[config.mk]
export PLATFORM = sky130hd
export DESIGN_NAME = aoc_max_subseq_sum
export DESIGN_NICKNAME = d
export VERILOG_FILES = /design/src/rtl/aoc_pkg.sv /design/src/rtl/aoc_bin_to_ascii_dec.sv /design/src/rtl/aoc_max_subseq_sum.sv
export SDC_FILE = /design/constraint.sdc
export NUM_CORES = 2
export LEC_CHECK = 0
export BUFFER_PORTS_ARGS = -buffer_cell sky130_fd_sc_hd__buf_2
export CAP_MARGIN = 20
export CORE_AREA = 2 2 377 379
export DETAILED_ROUTE_END_ITERATION = 8
export DIE_AREA = 0 0 379 381
export GPL_TIMING_DRIVEN = 0
export PLACE_DENSITY = 0.73
export SYNTH_ARGS = -nofsm -noshare
export SYNTH_HDL_FRONTEND = slang
export SYNTH_SLANG_ARGS = --single-unit
export TNS_END_PERCENT = 100
[constraint.sdc]
create_clock -name clk -period 10.7 [get_ports clk]
set_input_delay 0.535 -clock clk [delete_from_list [all_inputs] [get_ports clk]]
set_output_delay 0.535 -clock clk [all_outputs]
set_load 0.1 [all_outputs]
[src/rtl/aoc_pkg.sv]
// Shared types and ASCII helpers for the streaming puzzle solvers.
package aoc_pkg;

  typedef enum logic [2:0] {
    ST_ACCUM,
    ST_FLUSH,
    ST_CONVERT,
    ST_EMIT,
    ST_DONE
  } aoc_state_t;

  typedef enum logic [1:0] {
    CV_IDLE,
    CV_CONV,
    CV_EMIT
  } cvt_state_t;

  localparam logic [7:0] ASCII_0  = 8'h30;
  localparam logic [7:0] ASCII_9  = 8'h39;
  localparam logic [7:0] ASCII_LF = 8'h0A;
  localparam logic [7:0] ASCII_CR = 8'h0D;

  function automatic logic isDigit(input logic [7:0] c);
    return (c >= ASCII_0) && (c <= ASCII_9);
  endfunction

endpackage

[src/rtl/aoc_bin_to_ascii_dec.sv]
// Binary -> ASCII decimal: double dabble, then a valid/ready emitter that
// sends digits MSD first with leading zeros suppressed ("0" for zero).
module aoc_bin_to_ascii_dec
  import aoc_pkg::*;
#(
  parameter int ACC_WIDTH  = 64,
  parameter int DEC_DIGITS = 20
) (
  input  logic                 clk,
  input  logic                 rst,
  input  logic                 start,
  input  logic [ACC_WIDTH-1:0] value,
  output logic [7:0]           charOut,
  output logic                 charOutValid,
  input  logic                 charOutReady,
  output logic                 finished
);

  localparam int CW = $clog2(ACC_WIDTH + 1);
  localparam int IW = (DEC_DIGITS > 1) ? $clog2(DEC_DIGITS) : 1;

  cvt_state_t                  state, stateNext;
  logic [ACC_WIDTH-1:0]        binSh;
  logic [DEC_DIGITS-1:0][3:0]  bcd, bcdAdj;
  logic [CW-1:0]               bitCnt;
  logic [IW-1:0]               ptr, firstNz, curIdx;
  logic                        started, xfer;

  // Add-3 correction on every BCD digit ahead of the shift.
  always_comb begin
    bcdAdj = bcd;
    for (int i = 0; i < DEC_DIGITS; i++)
      if (bcd[i] >= 4'd5) bcdAdj[i] = bcd[i] + 4'd3;
  end

  // Highest non-zero digit; stays 0 for a zero value so "0" is emitted.
  always_comb begin
    firstNz = '0;
    for (int i = 0; i < DEC_DIGITS; i++)
      if (bcd[i] != 4'd0) firstNz = IW'(i);
  end

  // The first digit skips leading zeros without spending cycles on them.
  assign curIdx       = started ? ptr : firstNz;
  assign charOutValid = (state == CV_EMIT);
  assign charOut      = charOutValid ? (ASCII_0 + {4'd0, bcd[curIdx]}) : 8'h00;
  assign xfer         = charOutValid && charOutReady;
  assign finished     = xfer && (curIdx == '0);

  // Converter state register.
  always_ff @(posedge clk or negedge rst) begin
    if (!rst) state <= CV_IDLE;
    else      state <= stateNext;
  end

  // Next-state: load, ACC_WIDTH shift cycles, emit until the units digit goes.
  always_comb begin
    stateNext = state;
    case (state)
      CV_IDLE: if (start) stateNext = CV_CONV;
      CV_CONV: if (bitCnt == CW'(1)) stateNext = CV_EMIT;
      CV_EMIT: if (finished) stateNext = CV_IDLE;
      default: stateNext = CV_IDLE;
    endcase
  end

  // Conversion shift register and emit pointer.
  always_ff @(posedge clk or negedge rst) begin
    if (!rst) begin
      binSh   <= '0;
      bcd     <= '0;
      bitCnt  <= '0;
      ptr     <= '0;
      started <= 1'b0;
    end else begin
      case (state)
        CV_IDLE: if (start) begin
          binSh   <= value;
          bcd     <= '0;
          bitCnt  <= CW'(ACC_WIDTH);
          ptr     <= '0;
          started <= 1'b0;
        end
        CV_CONV: begin
          {bcd, binSh} <= {bcdAdj, binSh} << 1;
          bitCnt       <= bitCnt - CW'(1);
        end
        CV_EMIT: if (xfer) begin
          ptr     <= curIdx - IW'(1);
          started <= 1'b1;
        end
        default: ;
      endcase
    end
  end

endmodule

[src/rtl/aoc_max_subseq_sum.sv]
// Streaming "pick K digits per line, maximise, sum" solver. One DP column
// per pick depth; the line total is printed in decimal once input ends.
module aoc_max_subseq_sum
  import aoc_pkg::*;
#(
  parameter int PICK_COUNT = 12,
  parameter int ACC_WIDTH  = 64,
  parameter int DEC_DIGITS = 20
) (
  input  logic       clk,
  input  logic       rst,
  input  logic [7:0] charIn,
  input  logic       charInValid,
  output logic       charInReady,
  input  logic       stop,
  output logic [7:0] charOut,
  output logic       charOutValid,
  input  logic       charOutReady,
  output logic       done,
  output logic       overflow,
  output logic       shortLine
);

  aoc_state_t                            state, stateNext;
  logic [PICK_COUNT:1][ACC_WIDTH-1:0]    best, bestNext;
  logic [PICK_COUNT:1]                   bestVld, bestVldNext;
  logic [7:0]                            lineCnt;
  logic [ACC_WIDTH-1:0]                  sum, sumAdd, sumNext, digitVal;
  logic                                  sumCarry, accept, takeDigit, closeLine;
  logic                                  cvtFinished;

  assign accept    = charInValid && charInReady && (state == ST_ACCUM);
  assign takeDigit = accept && isDigit(charIn);
  // Empty lines (and CR-only lines) never close: nothing counted yet.
  assign closeLine = (lineCnt != 8'd0) &&
                     ((accept && (charIn == ASCII_LF)) || (state == ST_FLUSH));
  // '0'..'9' carry their value in the low nibble.
  assign digitVal  = ACC_WIDTH'(charIn[3:0]);

  // Each depth j extends depth j-1 by the new digit; all from old values.
  for (genvar j = 1; j <= PICK_COUNT; j++) begin : gDp
    logic [ACC_WIDTH-1:0] prevBest, cand;
    logic                 prevVld;
    if (j == 1) begin : gHead
      assign prevBest = '0;
      assign prevVld  = 1'b1;
    end else begin : gTail
      assign prevBest = best[j-1];
      assign prevVld  = bestVld[j-1];
    end
    assign cand           = prevBest * ACC_WIDTH'(10) + digitVal;
    assign bestNext[j]    = (cand > best[j]) ? cand : best[j];
    assign bestVldNext[j] = bestVld[j] | prevVld;
  end

  assign {sumCarry, sumAdd} = {1'b0, sum} + {1'b0, best[PICK_COUNT]};
  // The converter samples this in FLUSH so the closing line is included.
  assign sumNext = (closeLine && bestVld[PICK_COUNT]) ? sumAdd : sum;
  assign done    = (state == ST_DONE);

  // Top-level state register.
  always_ff @(posedge clk or negedge rst) begin
    if (!rst) state <= ST_ACCUM;
    else      state <= stateNext;
  end

  // Next-state: accumulate until stop, flush, then follow the converter.
  always_comb begin
    stateNext = state;
    case (state)
      ST_ACCUM:   if (stop) stateNext = ST_FLUSH;
      ST_FLUSH:   stateNext = ST_CONVERT;
      ST_CONVERT: if (cvtFinished) stateNext = ST_DONE;
                  else if (charOutValid) stateNext = ST_EMIT;
      ST_EMIT:    if (cvtFinished) stateNext = ST_DONE;
      ST_DONE:    ;
      default:    stateNext = ST_ACCUM;
    endcase
  end

  // Per-line DP table, line sum and sticky flags.
  always_ff @(posedge clk or negedge rst) begin
    if (!rst) begin
      best        <= '0;
      bestVld     <= '0;
      lineCnt     <= '0;
      sum         <= '0;
      overflow    <= 1'b0;
      shortLine   <= 1'b0;
      charInReady <= 1'b0;
    end else begin
      charInReady <= (stateNext == ST_ACCUM);
      sum         <= sumNext;
      if (closeLine && bestVld[PICK_COUNT] && sumCarry) overflow <= 1'b1;
      if (closeLine && !bestVld[PICK_COUNT])            shortLine <= 1'b1;
      if (closeLine) begin
        best    <= '0;
        bestVld <= '0;
        lineCnt <= '0;
      end else if (takeDigit) begin
        best    <= bestNext;
        bestVld <= bestVldNext;
        if (lineCnt != 8'hFF) lineCnt <= lineCnt + 8'd1;
      end
    end
  end

  aoc_bin_to_ascii_dec #(
    .ACC_WIDTH  (ACC_WIDTH),
    .DEC_DIGITS (DEC_DIGITS)
  ) uConv (
    .clk          (clk),
    .rst          (rst),
    .start        (state == ST_FLUSH),
    .value        (sumNext),
    .charOut      (charOut),
    .charOutValid (charOutValid),
    .charOutReady (charOutReady),
    .finished     (cvtFinished)
  );

endmodule

# Yosys cells after proc, flatten, opt, wreduce, memory -nomap -nowiden
# Index checks and enable logic that the tools add are counted.
# word_totals
regBits,1017
wordCells,303
# op_classes
add_sub_neg,36
mul,11
n_lt_le_gt_ge,35
n_eq_ne,13
mux,84
n_bitwise,11
n_reduce_logical,69
# ops
op,n
$mux W768,2
$mux W64,14
$add A64 B4 Y64,11
$gt A64 B64 Y1,11
$mul A64 B3 Y63 const B,11
$pmux W80 S2,1
$pmux W64 S2,1
$mux W4,28
$ge A4 B3 Y1 const B,20
$mux W80,1
$add A4 B2 Y4 const B,19
$reduce_bool A4 Y1,19
$add A64 B64 Y65,1
$gt A4 B64 Y1,1
$mux W5,7
$mux W8,4
$reduce_bool A2 Y1,16
$reduce_and A2 Y1,14
$mux W3,9
$mux W12,2
$bmux W4 S5,1
$pmux W3 S5,1
$pmux W7 S2,1
$logic_and A1 B1 Y1,11
32 further kinds,53

# Logic depth before layout (Yosys ltp)
# depth
depth_word,26
depth_mapped,32
mapped_depth_nobuf,28

# Hierarchy
# A second synthesis with hierarchy kept.
# unflattened
cells_unflattened,8280
hier_area_um2,68946.1
# modules_own_cells
mod,n_inst,cells_per_inst,area_each_um2
aoc_max_subseq_sum,1,7249,59445.8
aoc_bin_to_ascii_dec,1,1031,9500.4

# Worst setup path after synthesis
# Ideal clock, no wire load.
# synth_timing
path_kind,register to register
from,register best (netlist bit gDp[8].prevBest[1])
to,register best (netlist bit gDp[9].prevBest[37])
setup_time_ns,0.128
t_arrival_ns,6.628
t_required_ns,10.572
slack_ns,3.944
path_stages_with_launch,28
n_path_buf,2
synth_period_minus_slack_ns,6.756
path_cell_list,dfrtp_1 > ha_1 > ha_1 > inv_1 > fa_1 > nor2b_1 > o21ai_1 > a211o_1 > a2111oi_0 > a211oi_1 > xnor2_1 > nand4_1 > or4b_1 > nor4_2 > nand2_1 > xnor2_1 > ha_1 > nand4_1 > nor2_1 > nand2_1 > nor3_1 > nand2_1 > or3_1 > o221a_2 > or4_1 > clkbuf_1 > clkbuf_1 > mux2_1
# synth_between
elab_chain_cells,5
# synth_rtl
element,line_no,source
start: declaration,aoc_max_subseq_sum.sv:25,"logic [PICK_COUNT:1][ACC_WIDTH-1:0] best, bestNext;"
start signal: assignment,aoc_max_subseq_sum.sv:101,best <= bestNext;
$mul A64 B3 Y63 (*),aoc_max_subseq_sum.sv:51,assign cand = prevBest * ACC_WIDTH'(10) + digitVal;
$add A64 B4 Y64 (*),aoc_max_subseq_sum.sv:51,
$gt A64 B64 Y1 / $mux W64 (equally long branches),aoc_max_subseq_sum.sv:52,assign bestNext[j] = (cand > best[j]) ? cand : best[j];
$reduce_bool A2 Y1 (no source line) / $mux W768 (equally long branches),--,
$reduce_and A2 Y1 (no source line) / $mux W768 (equally long branches),--,
# Mark *: on every way between the ends. The rest lies on a longest branch, timed or not. The select of a mux whose other input is x is not followed.
# A chain may end at the register's enable or synchronous reset.

# Final worst setup path
# layout_timing
from,register best (netlist bit gDp[10].prevBest[1])
to,register best (netlist bit gDp[11].prevBest[32])
# The elaborated chain is that of the path after synthesis.

==> flow_metrics.tcl <==
set metrics [dict create \
    max_clock_freq_ghz 0.115 \
    peakVddDrop_mv 0.160 \
    dr.first_iter.drc_count 4419 \
    timing_worst_setup_path_type "register to register" \
    final_layout_size_suffix_gt1_frac 0.0665 \
    dieWidth_um 379 \
    dominantRegCellSynth "sky130_fd_sc_hd__dfrtp_1" \
    overflow 0 \
    finalCriticalPeriod_ns 8.67 \
    pin_count 26 \
    ys_async_sr_fraction 1.00 \
    route.detailed.wl_per_inst_um 18.3 \
    finish.utilization 0.537 \
    hold_violation_total_from_the_final_report 0 \
    postRouteWirelength_mm 190 \
    grt_first_pass_wirelength_mm 312 \
    synthesis.area_per_instance_um2 8.39 \
    path_clk_slew_ns 0.06 \
    synth_enable_flop_cells 0 \
    critical_path_arrival_ns 9.24 \
    number_of_clock_buffers_inserted_by_tritoncts 80 \
    hold_slack_ns 0.0799 \
    antenna_left 0 \
    path_max_fanout 10 \
    ys_types 124 \
    yosysWarnings 0 \
    critPathMaxStageDelay_ns 0.62 \
    grt_start_max_net_pins 117 \
    die_h_um 381 \
    drt_first_pass_iters 8 \
    final_report_max_slew_violation_count 0 \
    run_status "finished, final reports clean" \
    postCtsResizedCells 0 \
    cts_hold_buffers 1 \
    synth_seq_cells 627 \
    clkLatencyLatePin_ns 0.72 \
    rsz_0062_raised_after_global_routing "no" \
    leakage_dissipation_nw 38.2 \
    post-route-drc-count 0 \
    dieArea_um2 144000 \
    worst_pin_slew_ns 1.19 \
    gpl.final_weighted_congestion 0.927 \
    cts_num_sinks 627 \
    vias 62200 \
    critical_path.endpoint_type "register" \
    cts.root.buffer_cell "sky130_fd_sc_hd__clkbuf_16" \
    internal_power_w 0.00482 \
    post_cts_setup_buffer_count 0 \
    synthesized_netlist_cell_count 8311 \
    vias_per_cell 5.98 \
    antenna_violations_before_repair 4 \
    crit_path_top_delay_cell "sky130_fd_sc_hd__a31oi_1" \
    initial_cell_density_of_the_core 0.496 \
    worst-endpoint-required_ns 11.27 \
    timing.max_cap.violations 0 \
    cpMostUsedCell "sky130_fd_sc_hd__o21ai_0" \
    max_slew_margin 0.207 \
    core_area_um2 141000 \
    grt_use_total 0.259 \
    timing.clock.skew_ns 0.0489 \
    netSwitchingPower_w 0.00224 \
    crit_path_start_kind "register" \
    numPortBuffers 23 \
    cts_max_level 3 \
    yosysSeqAreaShare 0.225 \
    placementRows 138 \
    post_synth_instance_area_um2 69700 \
    grt_pass1_vias 61500 \
    finish.net_count 9595 \
    min_period_over_period 0.810 \
    switching_share 0.317 \
    powerDensity_nw_per_um2 93.7 \
    hold_path_class "primary input to register" \
    cts_tree "built" \
    setup-violations-final 0 \
    hpwl_mm 149 \
    flow.area_growth_from_synthesis_pct 8.19 \
    seq_power_share 0.371 \
    power.combinational.fraction 0.200 \
    clockPowerShare 0.429 \
    number_of_buffers_on_the_longest_clock_path 3 \
]
[metal layers]
| layer | track usage | vias to the layer above | part of all wire | wire [um] |
|---|---|---|---|---|
| li1 | - | 30400 | - | - |
| met1 | 0.339 | 29900 | 0.45 | 85500 |
| met2 | 0.438 | 1414 | 0.47 | 88900 |
| met3 | 0.0327 | 368 | 0.046 | 8660 |
| met4 | 0.0893 | 4 | 0.035 | 6620 |
| met5 | 0 | - | 0.00012 | 23 |
[state kept, by name, summed over array words and instances (netlist names), 7 cells and up]
signal	flops
bestVld	12
best	59
lineCnt	8
gDp.prevBest	319
uConv.bcd	80
sum	64
uConv.binSh	64
uConv.bitCnt	7
[cell usage in the layout, fill, tap and decap left out, drive strengths merged, types with 90 or more instances in the layout]
cell / n
nand4: 177
dfrtp: 627
inv: 603
o21ai: 439
xor2: 248
a21oi: 533
nand2: 625
clkbuf: 355
ha: 1119
nor3: 149
nand3: 292
xnor2: 365
mux2i: 90
mux2: 237
nor2: 595
o21a: 92
nand2b: 182
nor2b: 96
a21o: 299
[power groups by stage]
stage | registers, W | logic (W) | clock network, W
CTS | 0.00262 | 0.00140 | 0.00307
global placement | 0.00266 | 0.00135 | 0
finish | 0.00262 | 0.00141 | 0.00303
floorplan | 0.00262 | 0.000959 | 0
detailed placement | 0.00266 | 0.00139 | 0
global route | 0.00264 | 0.00153 | 0.00316
[cells in the mapped netlist, drive strengths merged (52+ instances only)]
cell type	number	share of area
ha	1119	0.20
dfrtp	627	0.23
nand2	625	0.034
inv	602	0.032
nor2	595	0.032
a21oi	533	0.039
o21ai	439	0.032
xnor2	365	0.046
a21o	299	0.032
nand3	292	0.021
xor2	248	0.031
clkbuf	246	0.013
mux2	237	0.038
nand2b	182	0.016
nand4	177	0.016
nor3	149	0.011
nor2b	96	0.0086
o21a	92	0.0099
mux2i	90	0.013
and3	85	0.0076
a22oi	80	0.0086
o211ai	72	0.0078
and2	69	0.0062
nor3b	59	0.0065
o31ai	57	0.0064
nor4	56	0.0059
a211oi	54	0.0061
buf	52	0.0035
[kinds of logic (layout without fill, tap and decap cells)]
logic type,count (synthesis),count (layout),synth area share
and+or+nand+nor,2608,2608,0.191
AOI/OAI and AO/OA,2093,2093,0.199
adders and majority gates,1142,1142,0.207
buffers and inverters,900,1079,0.0492
DFF,627,627,0.225
xor gates and xnor gates,613,613,0.0773
muxes,327,327,0.0512
other,1,13,0.0000538
[final timing paths]
check | start | end | slack [ns] | depth (start not counted)
max | gDp[10].prevBest[1]$_DFFE_PN0P_ | gDp[11].prevBest[32]$_DFFE_PN0P_ | 2.03 | 28
min | stop | state[0]$_DFF_PN0_ | 0.08 | 3
max reg2reg | gDp[10].prevBest[1]$_DFFE_PN0P_ | gDp[11].prevBest[32]$_DFFE_PN0P_ | 2.03 | 28
min reg2reg | overflow$_DFFE_PN0P_ | overflow$_DFFE_PN0P_ | 0.48 | 1
max in group asynchronous | rst | gDp[7].prevBest[10]$_DFFE_PN0P_ | 8.48 | 4
min in group asynchronous | rst | gDp[12].prevBest[44]$_DFFE_PN0P_ | 0.42 | 2
[critical path: cells and delay by family, from the launching register on]
kind	cells	cell delay [ns]
and+or+nand+nor	6	1.60
DFF	1	0.47
muxes	1	0.40
AOI/OAI and AO/OA	12	2.85
xor gates and xnor gates	2	0.57
adders and majority gates	4	1.35
buffers and inverters	3	1.27
[cell type report]
type	instances	area [um^2]
Inverter	602	2260
Clock buffer	107	2270
Clock inverter	36	667
Multi-Input combinational cell	6795	50600
Timing Repair Buffer	36	350
Buffer	298	1170
Fill cell	13000	65100
Tap cell	1890	2360
Sequential cell	627	15700
Antenna cell	1	2.50
[metrics by stage]
stage                     power [W]  setup TNS (ns)  instances  area, um^2  worst slack, ns
after global routing        0.00733               0      10400       75400             1.50
after detailed placement    0.00405               0      10200       72500             2.25
after global placement      0.00400        -3032.80      10200       72200            -5.02
final                       0.00707               0      10400       75400             2.03
after floorplan             0.00358               0       8322       69800             3.94
after CTS                   0.00708               0      10400       75400             2.19
(Power assumes the default switching activity.)
